[config.mk]
export PLATFORM = sky130hd
export DESIGN_NAME = simple_bus_responder
export DESIGN_NICKNAME = d
export VERILOG_FILES = /design/src/rtl/simple_bus_responder.sv
export SDC_FILE = /design/constraint.sdc
export NUM_CORES = 1
export LEC_CHECK = 0
export ABC_AREA = 1
export CORE_UTILIZATION = 25
export DETAILED_ROUTE_END_ITERATION = 7
export GPL_TIMING_DRIVEN = 0
export HOLD_SLACK_MARGIN = 0.05
export PLACE_DENSITY = 0.51
export SLEW_MARGIN = 0
export SYNTH_ARGS = -nofsm -noshare
export SYNTH_HDL_FRONTEND = slang
export SYNTH_SLANG_ARGS = --single-unit
[constraint.sdc]
create_clock -name clk_i -period 6.25 [get_ports clk_i]
set_input_delay 1.25 -clock clk_i [delete_from_list [all_inputs] [get_ports clk_i]]
set_output_delay 1.25 -clock clk_i [all_outputs]
set_load 0.01 [all_outputs]
[src/rtl/simple_bus_responder.sv]
// Responder end of the addr/data/req bus: detects req rising edges, writes
// in-window transactions into a small register bank, queues them in an event
// FIFO for a valid/ready consumer and counts drops and decode misses.
module simple_bus_responder #(
  parameter int unsigned          ADDR_W     = 8,
  parameter int unsigned          DATA_W     = 8,
  parameter int unsigned          NUM_REGS   = 4,
  parameter logic [ADDR_W-1:0]    BASE_ADDR  = 'h10,
  parameter int unsigned          FIFO_DEPTH = 4
) (
  input  logic                          clk_i,
  input  logic                          reset_ni,
  input  logic [ADDR_W-1:0]             bus_addr_i,
  input  logic [DATA_W-1:0]             bus_data_i,
  input  logic                          bus_req_i,
  input  logic [$clog2(NUM_REGS)-1:0]   rd_sel_i,
  output logic [DATA_W-1:0]             rd_data_o,
  output logic                          evt_valid_o,
  input  logic                          evt_ready_i,
  output logic [ADDR_W-1:0]             evt_addr_o,
  output logic [DATA_W-1:0]             evt_data_o,
  output logic [$clog2(FIFO_DEPTH):0]   fifo_count_o,
  output logic [7:0]                    drop_cnt_o,
  output logic [7:0]                    addr_err_cnt_o
);

  localparam int unsigned IDX_W = $clog2(NUM_REGS);
  localparam int unsigned PTR_W = $clog2(FIFO_DEPTH);
  localparam int unsigned CNT_W = PTR_W + 1;

  localparam logic [ADDR_W:0] BASE_EXT = {1'b0, BASE_ADDR};
  localparam logic [ADDR_W:0] TOP_EXT  = BASE_EXT + (ADDR_W+1)'(NUM_REGS - 1);
  localparam logic [CNT_W-1:0] DEPTH_C = CNT_W'(FIFO_DEPTH);

  logic                req_q;
  logic                rise;
  logic                hit;
  logic [ADDR_W:0]     addr_ext;
  logic [IDX_W-1:0]    reg_idx;

  logic [DATA_W-1:0]   regs     [NUM_REGS];
  logic [ADDR_W-1:0]   mem_addr [FIFO_DEPTH];
  logic [DATA_W-1:0]   mem_data [FIFO_DEPTH];
  logic [PTR_W-1:0]    wr_ptr;
  logic [PTR_W-1:0]    rd_ptr;
  logic [CNT_W-1:0]    count;

  logic                push_req;
  logic                push_ok;
  logic                drop;
  logic                pop;
  logic                valid;
  logic                miss;

  // Edge detect, window decode and FIFO accept/drop decision
  always_comb begin
    addr_ext = {1'b0, bus_addr_i};
    rise     = bus_req_i & ~req_q;
    hit      = (addr_ext >= BASE_EXT) && (addr_ext <= TOP_EXT);
    // Window is NUM_REGS-aligned, so the low address bits are the bank index.
    reg_idx  = bus_addr_i[IDX_W-1:0];
    valid    = (count != '0);
    pop      = valid & evt_ready_i;
    push_req = rise & hit;
    push_ok  = push_req & ((count < DEPTH_C) | pop);
    drop     = push_req & ~push_ok;
    miss     = rise & ~hit;
  end

  // Request history; starts high so a req already asserted at reset release is ignored
  always_ff @(posedge clk_i or negedge reset_ni) begin
    if (!reset_ni) req_q <= 1'b1;
    else           req_q <= bus_req_i;
  end

  // Register bank write on every in-window transaction, even when the FIFO drops it
  always_ff @(posedge clk_i or negedge reset_ni) begin
    if (!reset_ni) begin
      for (int unsigned i = 0; i < NUM_REGS; i++) regs[i] <= '0;
    end else if (push_req) begin
      regs[reg_idx] <= bus_data_i;
    end
  end

  // Event FIFO storage and pointers
  always_ff @(posedge clk_i or negedge reset_ni) begin
    if (!reset_ni) begin
      for (int unsigned i = 0; i < FIFO_DEPTH; i++) begin
        mem_addr[i] <= '0;
        mem_data[i] <= '0;
      end
      wr_ptr <= '0;
      rd_ptr <= '0;
    end else begin
      if (push_ok) begin
        mem_addr[wr_ptr] <= bus_addr_i;
        mem_data[wr_ptr] <= bus_data_i;
        wr_ptr           <= wr_ptr + 1'b1;
      end
      if (pop) rd_ptr <= rd_ptr + 1'b1;
    end
  end

  // Occupancy tracked separately from the pointers so full/empty never alias
  always_ff @(posedge clk_i or negedge reset_ni) begin
    if (!reset_ni) count <= '0;
    else begin
      case ({push_ok, pop})
        2'b10:   count <= count + 1'b1;
        2'b01:   count <= count - 1'b1;
        default: count <= count;
      endcase
    end
  end

  // Saturating drop and decode-miss counters
  always_ff @(posedge clk_i or negedge reset_ni) begin
    if (!reset_ni) begin
      drop_cnt_o     <= '0;
      addr_err_cnt_o <= '0;
    end else begin
      if (drop && (drop_cnt_o != '1))     drop_cnt_o     <= drop_cnt_o + 1'b1;
      if (miss && (addr_err_cnt_o != '1)) addr_err_cnt_o <= addr_err_cnt_o + 1'b1;
    end
  end

  // Output views; FIFO head forced to zero when nothing is queued
  always_comb begin
    rd_data_o    = regs[rd_sel_i];
    evt_valid_o  = valid;
    evt_addr_o   = valid ? mem_addr[rd_ptr] : '0;
    evt_data_o   = valid ? mem_data[rd_ptr] : '0;
    fifo_count_o = count;
  end

endmodule

==> results of run 1 <==
## through the flow
stage          setup slack (ns)  std cells  TNS [ns]  hold slack, ns  total power [mW]
2_1_floorplan             3.067        759         0          0.4222             1.314
5_1_grt                   1.539       1166         0          0.4816             2.895
4_1_cts                   1.655       1166         0          0.4590             2.772
3_5_place_dp              1.657       1134         0          0.4429             1.717
3_3_place_gp             -1.303       1133   -153.90          0.4371             1.710
6_report                  1.624       1166         0          0.4550             2.733
## worst max-delay path by stage
stage,end,from,slack (ns),cells after the start
floorplan,rd_data_o[5],rd_sel_i[0],3.07,4
global placement,addr_err_cnt_o[7]$_DFFE_PN0P_,reset_ni,-1.30,1
detailed placement,rd_data_o[6],rd_sel_i[0],1.66,6
CTS,rd_data_o[6],rd_sel_i[0],1.65,6
global route,rd_data_o[6],rd_sel_i[0],1.54,6
finish,rd_data_o[6],rd_sel_i[0],1.62,6
## Yosys cell counts, types with 3 or more instances
cell	count	area, um^2
a21oi_1	19	95.09
buf_2	21	105.1
buf_4	7	52.55
clkbuf_1	15	56.30
clkinv_1	3	11.26
dfrtp_1	119	2978
ha_1	7	87.58
inv_1	50	187.7
nand2_1	245	919.6
nand3_1	42	210.2
nand3_2	8	80.08
nand4_1	46	287.8
nor2_1	94	352.8
o21ai_0	54	270.3
o22ai_1	8	50.05
xnor2_1	3	26.28
xor2_1	7	61.31
## cells by family after synthesis
logic type               after synthesis  share of synthesized area
AND/OR/NAND/NOR                      440                     0.3188
flip-flops                           120                     0.5053
buffers and inverters                100                    0.07323
AO/OA/AOI/OAI                         81                    0.06987
XOR/XNOR                              10                    0.01473
adder cells (fa/ha/maj)                8                    0.01810
## registers in the layout, indices dropped and copies added, names as in the netlist
register        flops
mem_addr           32
rd_ptr              2
fifo_count_o        3
regs               32
wr_ptr              2
addr_err_cnt_o      8
req_q               1
drop_cnt_o          8
mem_data           32
## final cells by class
| type | count | share of cell area |
|---|---|---|
| Sequential cell | 120 | 0.3984 |
| Multi-Input combinational cell | 539 | 0.3323 |
| Clock inverter | 11 | 0.01941 |
| Tap cell | 319 | 0.05293 |
| Buffer | 45 | 0.03036 |
| Clock buffer | 21 | 0.06239 |
| Inverter | 55 | 0.02738 |
| Timing Repair Buffer | 56 | 0.07682 |
## worst reg2reg max path, cell delays in order (launching register included)
cell and delay [ns]:
dfstp_2 0.36, nor2_1 0.18, inv_2 0.10, nor2_8 0.20, buf_2 0.27, nand2_1 0.20
ha_1 0.25, inv_1 0.09, fa_1 0.40, o21ai_0 0.16
## power by group
part / switching (mW) / leakage (nW) / internal [mW]
Combinational: 0.489 / 1.93 / 0.340
Sequential: 0.0396 / 1.63 / 0.824
Clock: 0.383 / 0.287 / 0.658
Total: 0.911 / 3.85 / 1.82
## routing by layer
metal | wire length (um) | vias up
met2 | 7976 | 124
met3 | 882 | 30
met4 | 350 | 0
li1 | - | 2595
met5 | 0 | -
met1 | 8348 | 2515
==> results.yml, run 1 <==
setup_path:
  r2r_cells: 9
  cpPeakStageDelay_ns: 0.60
  r2r_start: "req_q$_DFF_PN1_"
  slowest_stage: "clkdlybuf4s50_1"
  worst_path_most_repeated_cell: "clkdlybuf4s50_1"
  timing.critical_path.buf_inv: 4
  startpoint_type: "primary input"
  crit_family: "buffers and inverters"
  critical_path_class: "in2out"
  crit_chain: "clkdlybuf4s50_1 -> inv_1 -> clkbuf_1 -> o21ai_0 -> o22ai_1 -> clkdlybuf4s50_1"
  worst_r2r_endpoint: "fifo_count_o[1]$_DFFE_PN0P_"
  arrival_ns: 3.38
  cp_max_fo: 10
  required_ns: 5.00
  r2r_slack_ns: 3.95
  end_kind: "output port"
cells_and_area:
  areaGrowthSynthToFinish_pct: 26.83
  final_cell_mix: "nand2_1, dfrtp_1, nor2_1"
  seq_area_um2: 3004
  final_common_cell: "nand2_1"
  fin_nets: 864
  multiInputGateArea_um2: 2506
  drive_above_1_share: 0.08737
  final_area_um2: 7541
  nFillCells: 2530
  fin_util: 0.3222
  diodes: 0
worst_hold_path:
  min_to: "mem_addr[20]$_DFFE_PN0P_"
  min_from: "mem_addr[20]$_DFFE_PN0P_"
  min_path_type: "reg2reg"
  holdPathStages: 2
drt:
  ant_nets: 0
  via_per_inst: 4.515
  routed_wirelength_mm: 17.56
  drtIter0Drc: 369
  dr.pass1.iters: 4
  drc_errors: 0
  wl_per_cell_um: 15.06
  num_vias: 5264
synth:
  postSynth.asyncResetShare: 1.000
  ys_ff_latch: 120
  synthFlopType: "dfrtp_1"
  synthCells: 759
  synth_area_um2: 5946
  ys_warn_count: 0
  syn-num-nets: 789
  synth.avg_cell_area_um2: 7.834
  synth_cell_types: 25
  synth-edff-count: 0
  ys_seq_area_frac: 0.5053
clock_network:
  postCtsSetupRepairBufs: 0
  cts.sinks: 120
  clk_pin_slew_ns: 0.06
  root_buffer: "clkbuf_16"
  holdBufCountCts: 0
  cts_resized: 0
  cts_inserted_buffers: 17
  cts_buffer_depth: 2
  insertion_delay_ns: 0.43
  htree_num_levels: 4
  cts_tree: "built"
power_and_ir_drop:
  power.density_nw_per_um2: 362.5
  power_leakage_nw: 3.849
  vdd_drop_max_mv: 0.1852
global_routing:
  grt_overflow: 0
  grt_pass1_wl_mm: 28.66
  met1_usage: 0.2095
  top_usage_layer: "met2"
  grt_usage: 0.1559
  antenna_found_initial: 0
  first_global_vias: 5224
  grtUsageMet2: 0.2434
  grtUsageMet3: 0.03434
  grt_max_degree: 77
timing:
  max_clock_freq_mhz: 216.2
  finalCritPeriodShare: 0.7401
  final-hold-violation-count: 0
  finClkSkew_ns: 0.01403
  slew_violations: 0
  setup_violations: 0
  relSlewSlack: 0.5151
  worst_pin_slew_ns: 0.7246
  rsz0062_at_grt: "false"
  period_minus_slack_ns: 4.626
floorplanning:
  die_width_um: 156.2
  rows: 56
  ios: 66
  die-area_um2: 24400
  start_util: 0.2541
  die_h_um: 156.2
  fp.coreArea_um2: 23400
place:
  dp_hpwl_mm: 11.88
  io_buffers: 55
  dpl_cell_area_um2: 6924
  place_congestion: 0.7823
run:
  drv_cap: 0
run_status:
  status: "completed"
(Power assumes the default switching activity.)
==> run 2, diff against run 1 <==
Settings changed: PLACE_DENSITY 0.51 to 0.52.
Clock period 6.25 ns to 3.9 ns, I/O delays scaled along.
==> run 2 against run 1 <==
Effect of this change:
- worst setup slack got worse by 1.4 ns
- cell area about the same
- sequential power increased by 61%
- core utilization about the same
- sequential share of layout area barely moved
- first-iteration DRC count decreased by 20%
- final cell count is 0.17% lower
- combinational power grew 60%
- critical path type unchanged
==> results.yml, run 2 (synthesized netlist as in run 1, its figures left out) <==
run_status:
  status: "completed"
power_and_ir_drop:
  netSwitchingPower_mw: 1.417
  swShare: 0.3225
  seqPwrFrac: 0.315
  p_clk_frac: 0.382
  intPower_mw: 2.978
  fin_total_pwr_mw: 4.396
  vdd_drop_max_mv: 0.2786
  power.density_nw_per_um2: 582.7
  power_frac_comb: 0.302
  power_leakage_nw: 3.860
setup_path:
  cp_max_fo: 10
  startpoint_type: "primary input"
  worst_r2r_endpoint: "fifo_count_o[2]$_DFFE_PN0P_"
  cpPeakStageDelay_ns: 0.58
  timing.critical_path.buf_inv: 4
  critical_path_class: "in2out"
  r2r_slack_ns: 1.51
  worst_path_most_repeated_cell: "clkdlybuf4s50_1"
  crit_family: "buffers and inverters"
  r2r_cells: 10
  end_kind: "output port"
  slowest_stage: "clkdlybuf4s50_1"
  crit_chain: "clkdlybuf4s50_1 -> inv_1 -> clkbuf_1 -> o21ai_0 -> o22ai_1 -> clkdlybuf4s50_1"
  r2r_start: "fifo_count_o[1]$_DFFE_PN0P_"
  arrival_ns: 2.85
  required_ns: 3.12
cells_and_area:
  fin_cells: 1164
  final_cell_mix: "nand2_1, dfrtp_1, nor2_1"
  diodes: 0
  fin_nets: 864
  final_common_cell: "nand2_1"
  areaGrowthSynthToFinish_pct: 26.87
  top_regs: "mem_addr: 32 flops, mem_data: 32 flops, regs: 32 flops"
  drive_above_1_share: 0.08402
timing:
  relSlewSlack: 0.6250
  rsz0062_at_grt: "false"
  whs_ns: 0.3232
  worst_pin_slew_ns: 0.5604
  slew_violations: 0
  finalCritPeriodShare: 0.9315
  setup_violations: 0
  max_clock_freq_mhz: 275.3
  finClkSkew_ns: 0.006926
  final-hold-violation-count: 0
  period_minus_slack_ns: 3.633
  fin_setup_tns_ns: 0
clock_network:
  cts_tree: "built"
  htree_num_levels: 4
  clk_pin_slew_ns: 0.06
  root_buffer: "clkbuf_16"
  cts_resized: 0
  cts_inserted_buffers: 17
  postCtsSetupRepairBufs: 0
  cts_buffer_depth: 2
  insertion_delay_ns: 0.41
  holdBufCountCts: 0
  cts.sinks: 120
worst_hold_path:
  min_path_type: "in2async"
place:
  dp_hpwl_mm: 11.68
  dp_cells: 1134
  io_buffers: 55
  place_congestion: 0.8078
floorplanning:
  start_util: 0.2541
  fp.coreArea_um2: 23400
  ios: 66
  die_width_um: 156.2
  die-area_um2: 24400
  die_h_um: 156.2
  rows: 56
drt:
  dr.pass1.iters: 5
  wl_per_cell_um: 14.60
  num_vias: 5280
  routed_wirelength_mm: 17.00
  ant_nets: 0
  via_per_inst: 4.536
  drc_errors: 0
  drtIter0Drc: 296
global_routing:
  first_global_vias: 5279
  grt_usage: 0.1491
  grt_overflow: 0
  grt_max_degree: 69
  grt_pass1_wl_mm: 27.68
  antenna_found_initial: 0
run:
  drv_cap: 0
## run 2: area by class of cell
class / instances / area (um^2)
fill: 2607 / 15860
sequential: 120 / 3004
multi-input combinational: 539 / 2506
timing repair buffer: 56 / 579.3
clock buffer: 22 / 474.2
tap: 319 / 399.1
buffer: 45 / 229.0
inverter: 55 / 206.4
clock inverter: 8 / 145.1
## run 2: layer usage
layer | vias up | routed length [um] | track usage
li1 | 2592 | - | -
met4 | 0 | 342 | 0.06209
met1 | 2540 | 7980 | 0.2006
met3 | 23 | 923 | 0.03019
met5 | - | 0 | 0
met2 | 125 | 7751 | 0.2324
## run 2: how the worst max path moves through the flow
stage	slack (ns)	start	end	cells past startpoint
2_1_floorplan	1.50	bus_addr_i[7]	fifo_count_o[1]$_DFFE_PN0P_	9
3_3_place_gp	-3.17	reset_ni	regs[27]$_DFFE_PN0P_	1
3_5_place_dp	0.33	rd_sel_i[0]	rd_data_o[6]	6
4_1_cts	0.32	rd_sel_i[0]	rd_data_o[6]	6
5_1_grt	0.17	rd_sel_i[0]	rd_data_o[6]	6
6_report	0.27	rd_sel_i[0]	rd_data_o[6]	6
## run 2: worst reg2reg max path, delay by kind of cell, from the launching register on
| family | cells | cell delay (ns) |
|---|---|---|
| adder cells (fa/ha/maj) | 2 | 0.58 |
| AND/OR/NAND/NOR | 3 | 0.53 |
| flip-flops | 1 | 0.40 |
| buffers and inverters | 2 | 0.36 |
| AO/OA/AOI/OAI | 2 | 0.25 |
| XOR/XNOR | 1 | 0.15 |
## run 2: power by group through the flow
| stage | Combinational, mW | Clock [mW] | Sequential, mW |
|---|---|---|---|
| 5_1_grt | 1.48 | 1.77 | 1.40 |
| 2_1_floorplan | 0.694 | 0 | 1.41 |
| 4_1_cts | 1.35 | 1.72 | 1.39 |
| 6_report | 1.33 | 1.68 | 1.39 |
| 3_3_place_gp | 1.34 | 0 | 1.41 |
| 3_5_place_dp | 1.34 | 0 | 1.41 |
## run 2: stage by stage
stage	utilization	cell area [um^2]	worst slack, ns
3_5_place_dp	0.2959	6924	0.3347
6_report	0.3223	7543	0.2671
2_1_floorplan	-	5946	1.496
5_1_grt	0.3223	7543	0.1663
3_3_place_gp	0.2946	6895	-3.168
4_1_cts	0.3223	7543	0.3162
==> run 3, diff against run 2 <==
Settings changed: CORE_UTILIZATION 25 to 51, PLACE_DENSITY 0.52 to 0.85.
==> run 3 against run 2 <==
Effect of this change:
- clock skew is 0.0015 ns lower
- global-route usage up 13 points
- sequential share of layout area rose by 1.1 points
- die area shrank 50%
- fmax up 0.39%
- final cell count is 15% lower
- first-iteration DRC count increased by 68%
- critical path type unchanged
- largest power group unchanged
==> results.yml, run 3 (synthesized netlist as in run 1, its figures left out) <==
clock_network:
  cts.sinks: 120
  holdBufCountCts: 0
  root_buffer: "clkbuf_16"
  insertion_delay_ns: 0.42
  postCtsSetupRepairBufs: 0
  cts_resized: 0
  cts_buffer_depth: 2
  htree_num_levels: 4
  clk_pin_slew_ns: 0.05
  cts_tree: "built"
  cts_inserted_buffers: 17
drt:
  dr.pass1.iters: 5
  num_vias: 5481
  wl_per_cell_um: 15.50
  ant_nets: 0
  drc_errors: 0
  drtIter0Drc: 497
  via_per_inst: 5.542
  routed_wirelength_mm: 15.33
global_routing:
  top_usage_layer: "met2"
  grt_usage: 0.2766
  grt_max_degree: 93
  grtUsageMet3: 0.05879
  grtUsageMet2: 0.4518
  first_global_vias: 5205
  grt_pass1_wl_mm: 25.05
  grt_overflow: 0
  met1_usage: 0.3547
  antenna_found_initial: 0
timing:
  fin_setup_tns_ns: 0
  final-hold-violation-count: 0
  finalCritPeriodShare: 0.9279
  whs_ns: 0.2279
  setup_violations: 0
  relSlewSlack: 0.6323
  worst_pin_slew_ns: 0.5495
  finClkSkew_ns: 0.005412
  rsz0062_at_grt: "false"
  max_clock_freq_mhz: 276.3
  period_minus_slack_ns: 3.619
  slew_violations: 0
setup_path:
  required_ns: 3.12
  arrival_ns: 2.84
  end_kind: "output port"
  worst_path_most_repeated_cell: "clkdlybuf4s50_1"
  cpPeakStageDelay_ns: 0.59
  critical_path_class: "in2out"
  crit_chain: "clkdlybuf4s50_1 -> inv_1 -> clkbuf_1 -> o21ai_0 -> o22ai_1 -> clkdlybuf4s50_1"
  startpoint_type: "primary input"
  timing.critical_path.buf_inv: 4
  worst_r2r_endpoint: "fifo_count_o[2]$_DFFE_PN0P_"
  cp_max_fo: 10
  r2r_cells: 10
  slowest_stage: "clkdlybuf4s50_1"
  r2r_slack_ns: 1.63
  r2r_start: "fifo_count_o[2]$_DFFE_PN0P_"
  crit_family: "buffers and inverters"
floorplanning:
  die_width_um: 110.0
  die_h_um: 110.0
  die-area_um2: 12090
  fp.coreArea_um2: 11370
  ios: 66
  rows: 39
  start_util: 0.5229
cells_and_area:
  nFillCells: 935
  fin_nets: 864
  areaGrowthSynthToFinish_pct: 23.34
  final_area_um2: 7333
  diodes: 0
  final_cell_mix: "nand2_1, dfrtp_1, nor2_1"
  top_regs: "mem_addr: 32 flops, mem_data: 32 flops, regs: 32 flops"
  fin_cells: 989
  drive_above_1_share: 0.08629
  final_common_cell: "nand2_1"
run_status:
  status: "completed"
place:
  place_congestion: 0.8769
  dp_hpwl_mm: 10.07
  dpl_cell_area_um2: 6704
  dp_cells: 958
  io_buffers: 55
run:
  drv_cap: 0
worst_hold_path:
  min_path_type: "in2async"
power_and_ir_drop:
  vdd_drop_max_mv: 0.6295
  power_leakage_nw: 3.878
  power.density_nw_per_um2: 596.0
-- run 3: changes by cell type in the layout (fill, tap and decap cells not counted) --
cell	previous run	this run
clkbuf_1	17	16
clkbuf_8	3	4
clkinv_2	2	5
clkinvlp_4	2	0
-- run 3: worst register-to-register path: stages (launching register included) --
cell      delay (ns)
dfrtp_1         0.38
inv_1           0.08
nand2_1         0.12
clkinv_1        0.26
nor2_1          0.28
ha_1            0.19
inv_1           0.07
fa_1            0.38
a21oi_1         0.14
o21ai_0         0.11
xor2_1          0.16
-- run 3: cell type report --
class,count,area (um^2),share of cell area
plain buffers,45,229.0,0.03122
clock buffers,22,484.2,0.06603
clock inverters,9,145.1,0.01979
inverters,55,206.4,0.02815
multi-input cells,539,2506,0.3418
flip-flops and latches,120,3004,0.4097
well taps,143,178.9,0.02440
repair buffers,56,579.3,0.07900
-- run 3: worst max-delay path by stage --
stage | startpoint | to | slack, ns | cells after the start
floorplan | bus_addr_i[7] | fifo_count_o[1]$_DFFE_PN0P_ | 1.50 | 9
global placement | reset_ni | regs[28]$_DFFE_PN0P_ | -2.53 | 1
detailed placement | rd_sel_i[0] | rd_data_o[6] | 0.33 | 6
CTS | rd_sel_i[0] | rd_data_o[5] | 0.31 | 6
global route | rd_sel_i[0] | rd_data_o[5] | 0.19 | 6
finish | rd_sel_i[0] | rd_data_o[5] | 0.28 | 6
-- run 3: power by group --
part | switching (mW) | leakage (nW) | internal [mW] | total, mW
Combinational | 0.758 | 1.93 | 0.546 | 1.30
Sequential | 0.0657 | 1.63 | 1.32 | 1.39
Clock | 0.553 | 0.316 | 1.13 | 1.68
-- run 3: layer usage --
| layer | vias to the layer above | part of all wire |
|---|---|---|
| met3 | 41 | 0.069 |
| met4 | 0 | 0.030 |
| met2 | 222 | 0.48 |
| met5 | - | 0 |
| li1 | 2602 | - |
| met1 | 2616 | 0.42 |
-- run 3: stage by stage --
stage	utilization	total power, mW	setup WS [ns]
global placement	0.5871	2.658	-2.530
CTS	0.6450	4.380	0.3137
global route	0.6450	4.581	0.1944
finish	0.6450	4.371	0.2813
detailed placement	0.5896	2.686	0.3252
floorplan	-	2.106	1.496
==> RTL edit 1 (config.mk and constraints of run 3) <==
Set the parameter `NUM_REGS` to 8 (it was 4).
--- a/src/rtl/simple_bus_responder.sv
+++ b/src/rtl/simple_bus_responder.sv
@@ -6,3 +6,3 @@
   parameter int unsigned          DATA_W     = 8,
-  parameter int unsigned          NUM_REGS   = 4,
+  parameter int unsigned          NUM_REGS   = 8,
   parameter logic [ADDR_W-1:0]    BASE_ADDR  = 'h10,
Ports: changed (resized rd_sel_i); port bits go from 66 to 67. No check against the original RTL was run, so the function may have changed too.
==> RTL edit 1 against run 3 <==
  * Via count rose by 20%
  * Die area is 26% higher
  * Setup slack got worse by 150 ps
  * Area after synthesis up 26%
  * Total power rose by 9.5%
  * Design area rose by 23%
  * Routed wire length increased by 24%
  * Sequential cell count rose by 32
  * Critical path type unchanged
  * Critical endpoint is now rd_data_o[2]
  * Largest power group is now registers
==> RTL edit 1: results (changes against run 3) <==
The average footprint of a synthesized cell was 8.204 um^2 (+4.7%). Via count of the first global-routing pass: 6460 (+24%). DRC marker count from the first detailed-route iteration: 630 (+27%). The flow ran to the end, and the final reports show no timing, DRC or antenna violations.

The logs give 17 (unchanged) for the number of clock buffers inserted by TritonCTS and 1161 (+21%) for the placed instance count. The area taken by flip-flops and latches came out at 3805 um^2 (+27%). The CTS H-tree depth was 4 (unchanged); the fraction of area in multi-input gates was 0.3498 (+0.008020). The clock edge transition at the registers on the reported setup and hold paths came out at 60 ps.

The antenna diode instance count was 0 (unchanged); the maximum number of pins on one net before global-route repair was 79 (-15%). The worst path arrival time was 2990 ps (+150 ps). The commonest cells after synthesis are nand2_1 (273), dfrtp_1 (151), nor2_1 (111). End of the worst register-to-register path: fifo_count_o[1].

The total leakage power is 4.531 nW (+17%). The port buffer count works out to 64 (+16%). The average routed wire per standard cell was 15.96 um (+3.0%). The number of sequential cells was 152 (+27%); the worst-case headroom to the max-slew limit was 0.5281 (-0.1042).

The fraction of layout cells with a size suffix above 1 is 0.08687 (+0.0005823). In the final layout, the registers with the most flip-flops are regs x64, mem_addr x32, mem_data x32. The number of nets in the layout is 1031 (+19%), and the total number of multi-input combinational cells is 655 (+22%). The clock network contribution to total cell area works out to 0.06626 (-0.01956). The tools report the maximum resistive drop on vdd as 325.1 uV (-48%). For the placed wire-length estimate after detailed placement, the log shows 12730 um (+26%). The aggregate routed wire length is 19050 um (+24%), and the via count normalized by instance count is 5.536 (-0.11%). For the pre-CTS setup slack, the log shows 207.7 ps (-117.6 ps).

The run gives 8 (+3) as the length of the first detailed-routing pass in iterations. The maximum clock skew at final layout was 6.119 ps (+0.7070 ps); the overall global routing resource usage was 0.2744 (-0.002120). For the post-layout worst setup margin, the log shows 128.0 ps (-153.3 ps). The non-clock buffer contribution to total cell area was 0.1120 (+0.001740). The non-clock inverter instance count of the final layout was 59 (+7.3%); the filler cell count was 1172 (+25%).

The tools report the wire length of the first global-routing pass as 31320 um (+25%). The placer's final routability congestion estimate is 0.8624 (-1.7%). Total of clock buffers placed in the layout: 19 (-14%). The non-clock buffer count in the final layout works out to 115 (+14%).

The logic depth of the worst register-to-register path came out at 6 (-4). Ranked by total cell area, the synthesized netlist is headed by dfrtp_1 (50%), nand2_1 (14%), nor2_1 (5.5%), o21ai_0 (4.6%), nand4_1 (4.4%). The net count of the mapped netlist came out at 947 (+20%). For the sequential-to-total area share from yosys stat, the log shows 0.5063 (+0.001066). The most critical setup path has its endpoint at rd_data_o[2]. The tools report the post-synthesis cell type count as 33 (+32%).
[RTL edit 1: changes by cell type in the layout (fill, tap and decap cells not counted), sizes merged, moves of 9 or more]
cell	delta
o21ai	+79
nand2	+37
dfrtp	+32
nand3	-32
nor2	+18
clkdlybuf4s50	+9
[RTL edit 1: cell families after synthesis]
logic type	synth area share
AOI/OAI and AO/OA	0.1192
xor gates and xnor gates	0.01165
adders and majority gates	0.01432
buffers and inverters	0.07443
DFF	0.5063
and+or+nand+nor	0.2741
[RTL edit 1: where the power goes]
group	internal (mW)	total, mW	switching (mW)
registers	1.67	1.75	0.0800
clock network	1.02	1.66	0.648
logic	0.567	1.37	0.806
[RTL edit 1: per-layer routing]
layer,global-route usage,vias up,wire length [um]
met3,0.06135,53,1328
met4,0.1491,0,607
met5,0,-,0
met2,0.4221,269,8780
met1,0.3613,3118,8329
li1,-,3164,-
[RTL edit 1: repair_timing]
item | in CTS | in global routing
buffers inserted | 0 | 0
gates resized for setup | 0 | 2
setup endpoints to repair | 0 | 2
[RTL edit 1: metrics by stage]
| step | hold slack [ps] | power, mW | utilization | setup TNS, ps | instance area, um^2 |
|---|---|---|---|---|---|
| finish | 379.4 | 4.786 | 0.6366 | 0 | 9007 |
| global route | 425.0 | 5.033 | 0.6366 | 0 | 9007 |
| CTS | 402.2 | 4.804 | 0.6365 | 0 | 9006 |
| detailed placement | 441.3 | 3.135 | 0.5943 | 0 | 8409 |
| global placement | 436.7 | 3.104 | 0.5923 | -614030 | 8381 |
| floorplan | 421.4 | 2.520 | - | 0 | 7515 |
[RTL edit 1: critical path, cell delays in order]
cell             delay (ps)
clkdlybuf4s50_1         500
inv_1                   150
clkbuf_1                450
nor2_1                  110
o22ai_1                 280
nand2_1                  80
nand2_1                  90
clkdlybuf4s50_1         540
==> RTL edit 2 (settings of run 3) <==
Made on the original files. Register the output `fifo_count_o`, without a reset; this adds one clock of latency there. The other outputs are not delayed to match.
--- a/src/rtl/simple_bus_responder.sv
+++ b/src/rtl/simple_bus_responder.sv
@@ -33,2 +33,4 @@
   localparam logic [CNT_W-1:0] DEPTH_C = CNT_W'(FIFO_DEPTH);
+
+  logic [$clog2(FIFO_DEPTH):0] fifo_count_d;
 
@@ -132,3 +134,7 @@
     evt_data_o   = valid ? mem_data[rd_ptr] : '0;
-    fifo_count_o = count;
+    fifo_count_d = count;
+  end
+
+  always_ff @(posedge clk_i) begin
+    fifo_count_o <= fifo_count_d;
   end
Function: changed (a bounded check fails within 4 cycles, from zero or initial values and one cycle with reset_ni low).
==> RTL edit 2 against run 3 <==
  * Total power down 0.20%
  * Design area up 1.7%
  * Sequential cell count up 3
  * Setup slack worse by 30 ps
  * Maximum frequency down 0.83%
  * Clock skew up 0.93 ps
  * Via count down 4.7%
  * Combinational power about the same
  * Global-route usage down 2.1 points
  * Area after synthesis up 0.88%
  * Highest routed layer unchanged
  * Routed wire length down 2.2%
==> RTL edit 2: results (changes against run 3) <==
The run finished with clean final reports. The DRC marker count from the first detailed-route iteration is 456 (-8.2%), and the post-cts gate resize count is 0 (unchanged). The run gives 2435 um^2 (-2.8%) as the footprint of the multi-input gates. The run gives 0 (unchanged) as the antenna diode instance count. The worst register-to-register path begins at count[0]. The logs give 4 (unchanged) for the CTS H-tree depth and 730 (-3.8%) for the cell count after synthesis.

The post-detailed-placement cell area is 6837 um^2 (+2.0%), and the proportion of register bits with asynchronous set or reset after synthesis is 0.9756 (-0.02439). The logs give 10070 um (about the same) for the placed wire-length estimate after detailed placement and 5221 (-4.7%) for the count of vias placed by the detailed router. The maximum resistive drop on vdd is 368.4 uV (-41%), and the total leakage power is 3.824 nW (-1.4%). The placer's final routability congestion estimate is 0.8432 (-3.8%), and the overall overflow remaining after global route is 0 (unchanged). For the number of nets in the layout, the log shows 843 (-2.4%). The initial antenna violation count is 0 (unchanged), and the maximum fanout encountered on the critical timing path is 10 (unchanged).

The number of warnings issued by yosys is 0 (unchanged), and the maximum number of pins on one net before global-route repair is 70 (-25%). Via count of the first global-routing pass: 4982 (-4.3%). Of all cell types, the one taking the most synthesized area is dfrtp_1.

The tools report the setup fix buffers added after clock tree synthesis as 0 (unchanged). The worst hold path belongs to the class primary input to asynchronous set/reset pin. The largest registers in the layout are mem_addr x32, mem_data x32, regs x32. The tree is rooted in a clkbuf_16.

The post-synthesis cell type count is 34 (+36%). The average routed wire per standard cell was 15.48 um (-0.12%); the maximum clock skew at final layout was 6.345 ps (+0.9324 ps). The logs give 2 (unchanged) for the number of buffers between clock root and the deepest sink and 3.004 mW (+0.33%) for the internal power contribution. By area the synthesized netlist is led by dfrtp_1 (50%), nand2_1 (13%), o21ai_0 (5.7%), nor2_1 (5.4%), nand4_1 (4.9%).

The fraction of layout cells with a size suffix above 1 works out to 0.09455 (+0.008257). The tools report the insertion delay of the later-clocked pin in the worst-skew pair as 420 ps (about the same). The wire length of the first global-routing pass was 24420 um (-2.5%); the net count of the mapped netlist was 760 (-3.7%).

The number of clock buffers inserted by TritonCTS was 17 (unchanged). The run gives 8 (+3) as the length of the first detailed-routing pass in iterations. The clock edge transition at the registers on the reported setup and hold paths was 50 ps (about the same); the filler cell count was 898 (-4.0%). The port buffer count is 63 (+15%). The critical path starts at rd_sel_i[0].

The worst-case headroom to the max-slew limit was 0.6539 (+0.02156); the sequential-to-total area share from yosys stat was 0.5108 (+0.005586). Type of element launching the critical path: a primary input. Counting instances in the post-synthesis netlist gives the leading cell types as nand2_1 (213), dfrtp_1 (119), nor2_1 (87). The overall global routing resource usage came out at 0.2560 (-0.02058).
[RTL edit 2: worst paths after layout]
path | end | slack [ps] | cells past startpoint
max in group asynchronous | regs[22] | 2900 | 2
worst min register to register | fifo_count_o[1] | 420 | 0
min in group clk_i | fifo_count_o[1] | 420 | 0
worst max register to register | count[2] | 1550 | 10
worst min-delay path | mem_addr[5] | 310 | 1
worst max-delay path | rd_data_o[0] | 250 | 6
[RTL edit 2: worst max-delay path, cell delays in order]
cell and delay, ps:
clkdlybuf4s50_1 560, inv_1 240, clkbuf_1 400, nor2_1 70, o22ai_1 230, clkdlybuf4s50_1 580
[RTL edit 2: routing by layer]
metal  vias to the layer above  GRT usage  part of all wire
li1                       2530          -                 -
met1                      2449     0.3346              0.43
met2                       203     0.3992              0.47
met3                        39    0.06476             0.073
met4                         0     0.1227             0.027
met5                         -          0                 0
[RTL edit 2: power groups by stage]
stage	Clock (mW)	Combinational [mW]	Sequential, mW
2_1_floorplan	0	0.684	1.45
3_3_place_gp	0	1.24	1.44
3_5_place_dp	0	1.27	1.44
4_1_cts	1.65	1.29	1.42
5_1_grt	1.71	1.42	1.44
6_report	1.64	1.30	1.42
[RTL edit 2: kinds of logic after synthesis]
family | count (synthesis) | synth area share
xor gates and xnor gates | 8 | 0.01168
adders and majority gates | 8 | 0.01794
buffers and inverters | 100 | 0.08323
DFF | 123 | 0.5108
AOI/OAI and AO/OA | 113 | 0.09595
and+or+nand+nor | 378 | 0.2803
[RTL edit 2: per-stage QoR]
step           instances  hold WS, ps  power, mW  setup WS (ps)  TNS [ps]
3_5_place_dp         937        407.1      2.710          296.8         0
3_3_place_gp         936        402.1      2.684          -2580   -307030
4_1_cts              968        317.8      4.366          301.8         0
5_1_grt              968        340.2      4.558          156.7         0
6_report             968        305.9      4.362          251.1         0
2_1_floorplan        730        386.1      2.134           1478         0
[RTL edit 2: layout make-up]
type | instances | area share
Inverter | 62 | 0.03120
Tap cell | 143 | 0.02399
Clock inverter | 7 | 0.01476
Multi-Input combinational cell | 507 | 0.3265
Buffer | 38 | 0.03573
Sequential cell | 123 | 0.4108
Clock buffer | 24 | 0.06861
Timing Repair Buffer | 64 | 0.08841
